**config.mk**
```make
export PLATFORM = sky130hd
export DESIGN_NAME = alu_arbiter
export DESIGN_NICKNAME = d
export VERILOG_FILES = /design/src/rtl/alu_pkg.sv /design/src/rtl/alu.sv /design/src/rtl/rr_arb2.sv /design/src/rtl/alu_arbiter.sv
export SDC_FILE = /design/constraint.sdc
export NUM_CORES = 1
export LEC_CHECK = 0
export BUFFER_PORTS_ARGS = -buffer_cell sky130_fd_sc_hd__buf_2
export CAP_MARGIN = 20
export CORE_AREA = 2 2 81 160
export CTS_CLUSTER_DIAMETER = 30
export DETAILED_ROUTE_END_ITERATION = 10
export DIE_AREA = 0 0 83 162
export PLACE_DENSITY = 0.8
export SLEW_MARGIN = 25
export SYNTH_ARGS = -nofsm -noshare
export SYNTH_HDL_FRONTEND = slang
export SYNTH_SLANG_ARGS = --single-unit
```
**constraint.sdc**
```tcl
create_clock -name clk -period 14.65 [get_ports clk]
set_input_delay 2.93 -clock clk [delete_from_list [all_inputs] [get_ports clk]]
set_output_delay 2.93 -clock clk [all_outputs]
set_load 0.05 [all_outputs]
```
**src/rtl/alu_pkg.sv**
```systemverilog
// Shared ALU definitions: op codes, PSR flag bit positions and default datapath width.
package alu_pkg;

  localparam int ALU_WIDTH = 16;

  localparam logic [2:0] OP_AND     = 3'b000;
  localparam logic [2:0] OP_OR      = 3'b001;
  localparam logic [2:0] OP_XOR     = 3'b010;
  localparam logic [2:0] OP_ADD     = 3'b011;
  localparam logic [2:0] OP_SUB     = 3'b100;
  localparam logic [2:0] OP_LSHIFT  = 3'b101;
  localparam logic [2:0] OP_RSHIFT  = 3'b110;
  localparam logic [2:0] OP_ILLEGAL = 3'b111;

  // Flag vector layout is {C,L,F,Z,N}
  localparam int FLG_C = 4;
  localparam int FLG_L = 3;
  localparam int FLG_F = 2;
  localparam int FLG_Z = 1;
  localparam int FLG_N = 0;

endpackage

```
**src/rtl/alu.sv**
```systemverilog
// Combinational ALU, zero latency, no flow control. Flags: C carry/borrow, L unsigned a<b,
// F signed overflow (ADD/SUB only), Z result zero, N result sign; illegal op gives all zeros.
module alu
  import alu_pkg::*;
#(
  parameter int WIDTH = ALU_WIDTH
) (
  input  logic [2:0]       op,
  input  logic [WIDTH-1:0] a,
  input  logic [WIDTH-1:0] b,
  output logic [WIDTH-1:0] result,
  output logic [4:0]       flags
);

  logic [WIDTH:0] sum;
  logic [WIDTH:0] diff;

  assign sum  = {1'b0, a} + {1'b0, b};
  assign diff = {1'b0, a} - {1'b0, b};

  always_comb begin
    result = '0;
    flags  = '0;
    case (op)
      OP_AND: result = a & b;
      OP_OR:  result = a | b;
      OP_XOR: result = a ^ b;
      OP_ADD: begin
        result       = sum[WIDTH-1:0];
        flags[FLG_C] = sum[WIDTH];
        flags[FLG_F] = (a[WIDTH-1] == b[WIDTH-1]) && (result[WIDTH-1] != a[WIDTH-1]);
      end
      OP_SUB: begin
        result       = diff[WIDTH-1:0];
        flags[FLG_C] = diff[WIDTH];
        flags[FLG_F] = (a[WIDTH-1] != b[WIDTH-1]) && (result[WIDTH-1] != a[WIDTH-1]);
      end
      OP_LSHIFT: result = a << b[3:0];
      OP_RSHIFT: result = a >> b[3:0];
      default:   result = '0;
    endcase
    if (op != OP_ILLEGAL) begin
      flags[FLG_L] = (a < b);
      flags[FLG_Z] = (result == '0);
      flags[FLG_N] = result[WIDTH-1];
    end
  end

endmodule

```
**src/rtl/rr_arb2.sv**
```systemverilog
// Two-way round-robin grant, combinational; a held lock on the last winner overrides the
// rotation. Grant is one-hot and never asserted without the matching valid.
module rr_arb2 (
  input  logic [1:0] valid,
  input  logic [1:0] lock,
  input  logic       last,
  output logic [1:0] grant
);

  always_comb begin
    grant = 2'b00;
    if (lock[last] && valid[last]) begin
      grant[last] = 1'b1;
    end else if (&valid) begin
      grant[!last] = 1'b1;
    end else begin
      grant = valid;
    end
  end

endmodule

```
**src/rtl/alu_arbiter.sv**
```systemverilog
// Shares one ALU between two requesters; response registered one cycle after accept, no
// response backpressure. Define ALU_ARB_LOCK_EN to let req_lock hold a grant across cycles.
module alu_arbiter
  import alu_pkg::*;
#(
  parameter int WIDTH = ALU_WIDTH,
  parameter int NREQ  = 2
) (
  input  logic             clk,
  input  logic             reset,
  input  logic [NREQ-1:0]  req_valid,
  output logic [NREQ-1:0]  req_ready,
  input  logic [2:0]       req0_op,
  input  logic [WIDTH-1:0] req0_a,
  input  logic [WIDTH-1:0] req0_b,
  input  logic             req0_upd,
  input  logic [2:0]       req1_op,
  input  logic [WIDTH-1:0] req1_a,
  input  logic [WIDTH-1:0] req1_b,
  input  logic             req1_upd,
  input  logic [NREQ-1:0]  req_lock,
  output logic [NREQ-1:0]  rsp_valid,
  output logic [WIDTH-1:0] rsp_result,
  output logic [4:0]       rsp_flags,
  output logic             rsp_illegal,
  output logic [4:0]       psr
);

  logic [1:0]       grant;
  logic [1:0]       lock_eff;
  logic             last;
  logic             sel;
  logic             accept;
  logic             illegal;
  logic             upd;
  logic [2:0]       op;
  logic [WIDTH-1:0] a;
  logic [WIDTH-1:0] b;
  logic [WIDTH-1:0] alu_result;
  logic [4:0]       alu_flags;

`ifdef ALU_ARB_LOCK_EN
  // Remembers that the previous winner asked to keep the ALU; last names that winner.
  logic lock_q;

  always_ff @(posedge clk) begin
    if (reset) begin
      lock_q <= 1'b0;
    end else begin
      lock_q <= accept && req_lock[sel];
    end
  end

  assign lock_eff = lock_q ? req_lock : 2'b00;
`else
  logic unused_lock;

  assign unused_lock = ^req_lock;
  assign lock_eff    = 2'b00;
`endif

  rr_arb2 u_arb (
    .valid (req_valid),
    .lock  (lock_eff),
    .last  (last),
    .grant (grant)
  );

  assign req_ready = reset ? 2'b00 : grant;
  assign accept    = |req_ready;
  assign sel       = grant[1];

  // With no grant sel is 0, so the ALU simply sees port 0.
  assign op      = sel ? req1_op  : req0_op;
  assign a       = sel ? req1_a   : req0_a;
  assign b       = sel ? req1_b   : req0_b;
  assign upd     = sel ? req1_upd : req0_upd;
  assign illegal = (op == OP_ILLEGAL);

  alu #(.WIDTH(WIDTH)) u_alu (
    .op     (op),
    .a      (a),
    .b      (b),
    .result (alu_result),
    .flags  (alu_flags)
  );

  always_ff @(posedge clk) begin
    if (reset) begin
      rsp_valid   <= '0;
      rsp_result  <= '0;
      rsp_flags   <= '0;
      rsp_illegal <= 1'b0;
      psr         <= '0;
      last        <= 1'b1;
    end else begin
      rsp_valid <= req_ready;
      if (accept) begin
        last        <= sel;
        rsp_result  <= illegal ? '0 : alu_result;
        rsp_flags   <= illegal ? 5'b0 : alu_flags;
        rsp_illegal <= illegal;
        if (upd && !illegal) begin
          psr <= alu_flags;
        end
      end
    end
  end

endmodule

```
==> run metrics, run 1 <==
yosys warns 0; vias per inst between 6 and 7; DIE HEIGHT 162 microns; Starting Density 0.535; share of cells above drive strength 1 0.164; number of iterations in the first detailed-routing pass 6; Power Dens Cells between 70 and 80 nW/um^2; RR Endpoint psr[1]; Post-CTS Resized 0; final worst path period need approximately 7.5 ns; CTS H-tree lvls 2; CTS tree yes; Mean Syn Cell Area between 7 and 8 sq um; post-DP HPWL 18,300 microns; CP Class in2out; largest net degree at the start of global routing 73; sequential-to-total area share from yosys stat 0.0889; Post-Syn Area between 6000 and 7000 sq um; FF/Latch Area about 580 sq um; I/O Buffers 106; CP startpoint req_valid[1]; Slew @ Worst Pin 0.865 ns; antenna diode count 0; DR vias between 7,000 and 8,000; Synth Register Bits 29; Synth area leaders mux2i_1 13%, ha_1 10%, dfxtp_1 8.9%, nand2_1 8.2%, nor2_1 4.5%; Tot Pwr approximately 0.00055 W; fin nets approximately 1,100; placed inst area around 7000 sq um; WL final about 23,000 microns; clock buffer depth 2; Total GRT Usage 0.334; Max FO, Critical Path between 40 and 50; area of the multi-input gates ~5400 sq um; Final TNS setup 0 ns; Max VDD drop 93.7 uV; Slew headroom 0.421; ys async rst share 0; path depth of the worst reg2reg path 14; top_reg_cell synth dfxtp_1; Critical Path End Type output pin; Ports between 100 and 150; Net Count, Synth between 1,000 and 1,500; synth cell count leaders 143 x nand2_1, 87 x mux2i_1, 78 x nor2_1; CTS buffer count 5; CTS Root Cell clkbuf_16; CTS Sinks 29; remaining global-route overflow 0; DR iter-0 viols 654; hold crit path type reg2reg; leakage power 3.32 nW; DR DRC count 0; setup ws final slightly above 7 ns; Area Growth Syn to Fin 8.68%; post-synth cell types 87; setup slack, reg-to-reg 9.62 ns; Fillers approximately 1,200; post-place setup slack about 7.1 ns; pins over their slew limit 0; final core utilization 0.582; clk_lat worst skew around 0.27 ns; Die X approximately 83 microns; Worst setup SP type input pin; Hold Buf Count CTS 0; Post-synth EDFFs 0; Critical Path AT between 4 and 5 ns; reg2reg start last; fmax ~130 MHz; number of global-route vias before repair slightly below 7,000; RSZ-0062 raised after global routing no; Setup Skew 0.00452 ns; Core ar. 12,200 sq um; RePlAce Congestion 1.04; Worst Path Required roughly 12 ns; share of the synthesized area in the top cell type 0.133; status finished, final reports clean; Final Cell Area between 7000 and 8000 sq um; Setup Fix Bufs, Post-CTS 0; fin crit share 0.513; count leader, synth nand2_1; cell taking the most area after synthesis mux2i_1; die area about 13,000 sq um; initial antenna violation count 0; Max Cap Viol 0; Site Rows between 50 and 60; clock slew seen by the registers of the worst setup and hold paths roughly 0.040 ns; first-pass GRT wire length 36,500 microns; drt wl/cell 20.9 microns; Final Hold Vio Count 0; Syn Inst Count slightly above 900; final setup vio count 0; ANT nets after route 0; Worst Setup EP req_ready[1]
==> flip-flops by register name, indices dropped and copies added (netlist names) <==
| register | cells |
|---|---|
| last | 1 |
| rsp_illegal | 1 |
| psr | 5 |
| rsp_result | 15 |
| rsp_valid | 2 |
| rsp_flags | 5 |
==> power breakdown <==
part           internal [W]  switching (W)  leakage, nW
Clock             0.0000629      0.0000325       0.0652
Combinational      0.000125       0.000235         3.02
Sequential        0.0000863     0.00000420        0.239
Total              0.000274       0.000272         3.32
==> cells by family after synthesis <==
| group | share of synthesized area |
|---|---|
| AO/OA/AOI/OAI | 0.258 |
| multiplexers | 0.183 |
| flip-flops | 0.0889 |
| AND/OR/NAND/NOR | 0.254 |
| buffers and inverters | 0.0876 |
| XOR/XNOR | 0.0215 |
| adder cells (fa/ha/maj) | 0.108 |
==> worst min path at each step <==
stage | end | slack [ns] | startpoint | cells past startpoint
CTS | rsp_illegal | 0.46 | rsp_illegal | 2
floorplan | last | 0.54 | last | 2
global route | rsp_illegal | 0.49 | rsp_illegal | 2
global placement | rsp_illegal | 0.44 | rsp_illegal | 2
detailed placement | rsp_illegal | 0.45 | rsp_illegal | 2
finish | rsp_illegal | 0.46 | rsp_illegal | 2
==> placed cells by master, fill, tap and decap left out, drive strengths merged, types with 12 or more instances in the layout <==
cell / synthesis / routed
nand2: 143 / 143
buf: 37 / 115
mux2i: 88 / 88
nor2: 78 / 78
inv: 54 / 54
ha: 53 / 53
a21oi: 46 / 46
nor3: 36 / 36
o21ai: 31 / 31
dfxtp: 29 / 29
a211oi: 27 / 27
nand3: 26 / 26
o22ai: 17 / 17
a31oi: 17 / 17
mux2: 15 / 15
a221oi: 13 / 13
xnor2: 12 / 12
==> metrics by stage <==
step | std cells | hold WS, ns
floorplan | 925 | 0.536
global placement | 1118 | 0.444
detailed placement | 1118 | 0.453
CTS | 1126 | 0.457
global route | 1126 | 0.493
finish | 1126 | 0.463
==> cell type report <==
| type | count | share of cell area |
|---|---|---|
| multi-input cells | 772 | 0.760 |
| inverters | 55 | 0.0291 |
| well taps | 147 | 0.0259 |
| flip-flops and latches | 29 | 0.0818 |
| clock buffers | 8 | 0.0192 |
| repair buffers | 115 | 0.0843 |
==> metal layers <==
layer  global-route usage  part of all wire
met5                    0                 0
met2                0.601              0.50
met1                0.377              0.36
met4                0.199             0.076
met3               0.0330             0.061
==> critical path, cell delays in order <==
cell and delay, ns:
buf_2 0.14, a21bo_4 0.49, buf_4 0.59, nor2_1 0.17
buf_2 0.26
Power figures use the tool's default switching activity.
==> inputs of run 2 (changes only) <==
--- a/config.mk
+++ b/config.mk
@@ -5,13 +5,14 @@
 export SDC_FILE = /design/constraint.sdc
 export NUM_CORES = 1
 export LEC_CHECK = 0
+export ABC_AREA = 1
 export BUFFER_PORTS_ARGS = -buffer_cell sky130_fd_sc_hd__buf_2
 export CAP_MARGIN = 20
-export CORE_AREA = 2 2 81 160
+export CORE_AREA = 2 2 77 152
 export CTS_CLUSTER_DIAMETER = 30
 export DETAILED_ROUTE_END_ITERATION = 10
-export DIE_AREA = 0 0 83 162
-export PLACE_DENSITY = 0.8
+export DIE_AREA = 0 0 79 154
+export PLACE_DENSITY = 0.81
 export SLEW_MARGIN = 25
 export SYNTH_ARGS = -nofsm -noshare
 export SYNTH_HDL_FRONTEND = slang
==> constraint.sdc (replaced) <==
create_clock -name clk -period 7.7 [get_ports clk]
set_input_delay 1.54 -clock clk [delete_from_list [all_inputs] [get_ports clk]]
set_output_delay 1.54 -clock clk [all_outputs]
set_load 0.05 [all_outputs]
==> run 2 against run 1 <==
Final cell count is 14% higher. Critical path type is now in2reg. Largest cell class unchanged. Routed wire length is 8.2% lower. Critical endpoint is now rsp_flags[1]. Total power is 91% higher. Clock skew is 0.0019 ns higher. Non-clock buffer count is 5 lower. Setup slack worse by 5.0 ns.
==> run metrics, run 2 <==
status finished, final reports clean; Slew headroom 0.250; CTS H-tree lvls 2; Post-CTS Resized 0; setup slack, reg-to-reg between 3 and 4 ns; Reg with most FFs rsp_result; Max FO, Critical Path just under 70; Synth Register Bits 29; RePlAce Congestion 1.12; Site Rows 54; RR Endpoint rsp_flags[1]; Worst setup SP type input pin; Max VDD drop 223 uV; Power Dens Cells around 160 nW/um^2; yosys warns 0; post-route insts no fill 1,289; Final TNS setup 0 ns; pins over their slew limit 0; cell taking the most area after synthesis nand2_1; Hold Buf Count CTS 0; I/O Buffers roughly 110; ANT nets after route 0; Worst Hold Path Cells 2; switching share of power 0.529; final hold slack around 0.47 ns; Mean Syn Cell Area 5.41 sq um; Net Sw Power approximately 0.00055 W; ys async rst share 0; synth cell count leaders 290 x nand2_1, 207 x nand3_1, 148 x inv_1; Total GRT Usage 0.352; placed cells between 1,000 and 1,500; Worst Path Required 7.89 ns; Comb power frac 0.641; Synth area leaders nand2_1 19%, nand3_1 18%, ha_1 11%, dfxtp_1 9.9%, inv_1 9.5%; Net Count, Synth between 1,000 and 1,500; Hold Path Sink rsp_flags[4]; Critical Path End Type flip-flop; sequential-to-total area share from yosys stat 0.0989; power share of the clock group 0.193; die area ~12,000 sq um; drt wl/cell around 17 microns; Setup Fix Bufs, Post-CTS 0; DR DRC count 0; Area Growth Syn to Fin 10.0%; DR vias 7,476; fmax approximately 180 MHz; most frequent cells in the layout 290 x nand2_1, 207 x nand3_1, 148 x inv_1, 106 x buf_2, 105 x nor2_1; hold path start rsp_flags[4]; number of iterations in the first detailed-routing pass 6; RSZ-0062 raised after global routing no; antenna diode count 0; post-DP HPWL around 17,000 microns; Post-synth EDFFs 0; count leader, synth nand2_1; leakage power 3.73 nW; path depth of the worst reg2reg path 23; Seq pwr share 0.166; hold crit path type reg2reg; Syn Inst Count approximately 1,100; Fillers approximately 1,200; Setup Skew roughly 0.0064 ns; final setup vio count 0; initial antenna violation count 0; most common cell after layout, fill and taps aside nand2_1; Slew @ Worst Pin 1.12 ns; top flop regs rsp_result x15, psr x5, rsp_flags x5; share of the synthesized area in the top cell type 0.185; share of cells above drive strength 1 0.131; Int Pwr about 0.00049 W; remaining global-route overflow 0; Post-Syn Area between 5000 and 6000 sq um; clock slew seen by the registers of the worst setup and hold paths about 0.05 ns; clk_lat worst skew 0.28 ns; max reg flops 15; largest net degree at the start of global routing 69; fin crit share 0.729; CTS Sinks 29; first-pass GRT wire length between 30,000 and 40,000 microns; final worst path period need around 5.6 ns; clock buffer depth 2; vias per inst between 5 and 6; DR iter-0 viols between 600 and 700; CTS tree yes; Max Cap Viol 0; Critical Path AT ~5.8 ns; top_reg_cell synth dfxtp_1; Starting Density 0.536; Ports 109; CP Class in2reg; Final Hold Vio Count 0; post-synth cell types 35; WL final between 20,000 and 25,000 microns; Core ar. around 11,000 sq um; CTS Root Cell clkbuf_16; fin nets 1,281; DIE HEIGHT around 150 microns; CTS buffer count 5; number of global-route vias before repair between 6,000 and 7,000; reg2reg start last; Die X about 79 microns
-- run 2: cell count changes after synthesis, sizes merged, moves of 30 or more --
cell,before,now
nand3,26,208
nand2,143,302
inv,54,151
mux2i,88,0
nor3,36,4
nor2,78,109
o21ai,31,61
-- run 2: cells by family after synthesis --
family          share of synthesized area
flops                              0.0989
xor+xnor                          0.00597
simple gates                        0.494
buf+inv                             0.149
compound gates                      0.132
fa+ha+maj                           0.120
-- run 2: critical path, cell delays in order --
cell     delay, ns
buf_2         0.12
nand2_4       0.14
nand2_4       0.58
inv_2         0.19
nand2_1       0.10
nand2_1       0.56
ha_1          0.62
nor2_1        0.12
nand2_1       0.08
nand2_1       0.11
nand2_1       0.08
nand2_1       0.22
nand2_1       0.08
nand3_1       0.09
nand2_1       0.06
nor2_1        0.20
nand2_1       0.17
inv_1         0.11
nand3_1       0.07
nor2_1        0.10
nand3_1       0.09
nor2_1        0.12
nand2_1       0.11
a21oi_1       0.14
-- run 2: worst max path at each step --
stage / from / endpoint / depth (start not counted)
floorplan: req_valid[1] / rsp_flags[1] / 23
global placement: req_valid[0] / rsp_flags[1] / 24
detailed placement: req_valid[0] / rsp_flags[1] / 23
CTS: req_valid[0] / rsp_flags[1] / 23
global route: req_valid[0] / psr[1] / 23
finish: req_valid[0] / rsp_flags[1] / 24
-- run 2: through the flow --
step	setup WS, ns	area (sq um)	total power (W)	utilization
CTS	2.20	6460	0.00102	0.590
detailed placement	1.93	6300	0.000822	0.575
global route	1.71	6460	0.00111	0.590
global placement	1.99	6300	0.000816	0.575
floorplan	3.38	5870	0.000656	-
finish	2.09	6460	0.00104	0.590
-- run 2: layout make-up --
| cell class | instances | area, sq um | share of cell area |
|---|---|---|---|
| sequential | 29 | 581 | 0.0899 |
| timing repair buffer | 110 | 561 | 0.0868 |
| inverter | 151 | 567 | 0.0878 |
| clock inverter | 1 | 5.00 | 0.000775 |
| tap | 140 | 175 | 0.0271 |
| clock buffer | 7 | 153 | 0.0236 |
| multi-input combinational | 851 | 4420 | 0.684 |
-- run 2: power groups by stage --
stage | logic, W | clock network, W | registers, W
floorplan | 0.000435 | 0 | 0.000221
global placement | 0.000641 | 0 | 0.000175
detailed placement | 0.000647 | 0 | 0.000175
CTS | 0.000650 | 0.000201 | 0.000172
global route | 0.000732 | 0.000205 | 0.000174
finish | 0.000668 | 0.000201 | 0.000173
-- run 2: layer usage --
layer	wire length, microns	up-vias	part of all wire	GRT usage
met5	0	-	0	0
met4	1950	0	0.090	0.266
met3	1440	134	0.067	0.0376
met2	10900	401	0.50	0.630
met1	7310	3303	0.34	0.364
li1	-	3638	-	-
==> inputs of run 3 (changes only) <==
--- a/config.mk
+++ b/config.mk
@@ -8,11 +8,11 @@
 export ABC_AREA = 1
 export BUFFER_PORTS_ARGS = -buffer_cell sky130_fd_sc_hd__buf_2
 export CAP_MARGIN = 20
-export CORE_AREA = 2 2 77 152
+export CORE_AREA = 2 2 78 154
 export CTS_CLUSTER_DIAMETER = 30
 export DETAILED_ROUTE_END_ITERATION = 10
-export DIE_AREA = 0 0 79 154
-export PLACE_DENSITY = 0.81
+export DIE_AREA = 0 0 80 156
+export PLACE_DENSITY = 0.82
 export SLEW_MARGIN = 25
 export SYNTH_ARGS = -nofsm -noshare
 export SYNTH_HDL_FRONTEND = slang
==> constraint.sdc (replaced) <==
create_clock -name clk -period 4.9 [get_ports clk]
set_input_delay 0.98 -clock clk [delete_from_list [all_inputs] [get_ports clk]]
set_output_delay 0.98 -clock clk [all_outputs]
set_load 0.05 [all_outputs]
==> run 3 against run 2 <==
Critical path depth unchanged. Clock skew down 0.0040 ns. Sequential share of layout area down 0.10 points. First-iteration DRC count down 14%. Combinational power up 57%. Global-route usage down 0.53 points. Final area up 1.1%. Clock power up 40%. Final cell count up 1.1%. Register-to-register slack worse by 2.1 ns. Flip-flop and latch count unchanged. Critical path type unchanged. Critical endpoint is now psr[1].
==> run metrics, run 3 (same netlist as run 2, synthesis figures left out) <==
DR DRC count 0; Worst setup SP type input pin; Top cell by count, worst path nand2_1; clk_lat worst skew 0.27 ns; share of cells above drive strength 1 0.140; DIE HEIGHT 156 microns; WL final 21,300 microns; clock slew seen by the registers of the worst setup and hold paths around 0.05 ns; Largest stage delay, worst path between 0.5 and 0.6 ns; RePlAce Congestion ~1.0; Starting Density 0.520; largest net degree at the start of global routing just under 50; Final TNS setup 0 ns; drt wl/cell ~16 microns; max reg flops 15; Reg with most FFs rsp_result; Core ar. 11,300 sq um; top flop regs rsp_result x15, psr x5, rsp_flags x5; Max Cap Viol 0; post-DP HPWL approximately 17,000 microns; Slew @ Worst Pin between 0.8 and 0.9 ns; final worst path period need between 4 and 5 ns; final setup vio count 0; Slew headroom 0.445; Worst path slowest cell fa_1; most common cell after layout, fill and taps aside nand2_1; FF/Latch Area ~580 sq um; antenna diode count 0; Total GRT Usage 0.347; Fillers roughly 1,200; first-pass GRT wire length around 34,000 microns; Critical Path End Type flip-flop; number of global-route vias before repair ~7,100; CP startpoint req_valid[0]; hold crit path type reg2reg; Site Rows 55; crit path cell chain buf_2 > nand2_4 > nand2_4 > nand2_1 > o21ai_2 > inv_1 > ha_1 > inv_1 > fa_1 > nor2_1 > o21ai_0 > nand2_1 > xor2_1 > nand2_1 > nand2_1 > nor2_1 > nand2_1 > inv_1 > nand2_1 > nor2_1 > nand3_1 > nor2_1 > nand2_1 > a21oi_1; Critical Path AT about 4.6 ns; CP Class in2reg; leakage power 3.78 nW; fin crit share 0.889; ANT nets after route 0; RSZ-0062 raised after global routing no; die area 12,500 sq um; reg2reg start last; fin nets 1,293; Setup Skew 0.00244 ns; DR vias between 7,000 and 8,000; Worst Path Required 5.10 ns; Max FO, Critical Path between 40 and 50; clock buffer depth 2; area of the multi-input gates about 4400 sq um; vias per inst 5.75; CTS tree yes; number of iterations in the first detailed-routing pass 8; Ports 109; Power Dens Cells approximately 250 nW/um^2; final core utilization 0.579; DR iter-0 viols between 500 and 600; Setup Fix Bufs, Post-CTS 0; Max VDD drop 375 uV; hold path start rsp_flags[2]; remaining global-route overflow 0; Final Hold Vio Count 0; CTS Sinks 29; most frequent cells in the layout 290 x nand2_1, 207 x nand3_1, 148 x inv_1, 106 x buf_2, 105 x nor2_1; I/O Buffers between 100 and 150; Area Growth Syn to Fin 11.3%; Post-CTS Resized 0; initial antenna violation count 0; pins over their slew limit 0; CTS buffer count 5; Hold Buf Count CTS 0; CTS H-tree lvls 2; status finished, final reports clean; CTS Root Cell clkbuf_16; Die X around 80 microns; fmax between 200 and 250 MHz
run 3: cell types whose count changed in the layout (fill, tap and decap cells not counted), sizes merged:
cell / change
buf: +12
clkinv: +1
clkbuf: -1
run 3: worst paths after layout:
kind | end | slack, ns | cells after the start
worst min-delay path | rsp_flags[2] | 0.46 | 2
worst max register to register | psr[1] | 1.02 | 22
worst max-delay path | psr[1] | 0.54 | 24
worst min register to register | rsp_flags[2] | 0.46 | 2
run 3: layout make-up:
type,instances,share of cell area
multi-input cells,851,0.676
repair buffers,122,0.0996
flip-flops and latches,29,0.0889
inverters,151,0.0868
well taps,142,0.0272
clock buffers,6,0.0197
clock inverters,2,0.00153
run 3: power breakdown:
group	leakage (nW)	switching, W	internal [W]
Clock	0.0706	0.0000962	0.000185
Combinational	3.47	0.000744	0.000308
Sequential	0.239	0.0000122	0.000259
run 3: metrics by stage:
| step | total power (W) | hold slack [ns] | instances | instance area (sq um) | worst slack, ns |
|---|---|---|---|---|---|
| 3_3_place_gp | 0.00129 | 0.452 | 1295 | 6390 | 0.418 |
| 5_1_grt | 0.00173 | 0.484 | 1303 | 6530 | 0.165 |
| 4_1_cts | 0.00159 | 0.466 | 1303 | 6530 | 0.592 |
| 6_report | 0.00160 | 0.464 | 1303 | 6530 | 0.545 |
| 3_5_place_dp | 0.00130 | 0.459 | 1295 | 6390 | 0.359 |
| 2_1_floorplan | 0.00103 | 0.505 | 1085 | 5870 | 1.14 |
run 3: per-layer routing:
layer,routed length (microns),track usage,vias to the layer above
li1,-,-,3660
met3,1430,0.0388,110
met4,1910,0.252,0
met2,10700,0.620,379
met1,7220,0.361,3345
met5,0,0,-
run 3: worst max-delay path, delay by kind of cell:
| kind | cells | cell delay (ns) |
|---|---|---|
| and+or+nand+nor | 14 | 1.94 |
| adders and majority gates | 2 | 0.77 |
| buffers and inverters | 4 | 0.42 |
| AOI/OAI and AO/OA | 3 | 0.33 |
| xor gates and xnor gates | 1 | 0.09 |
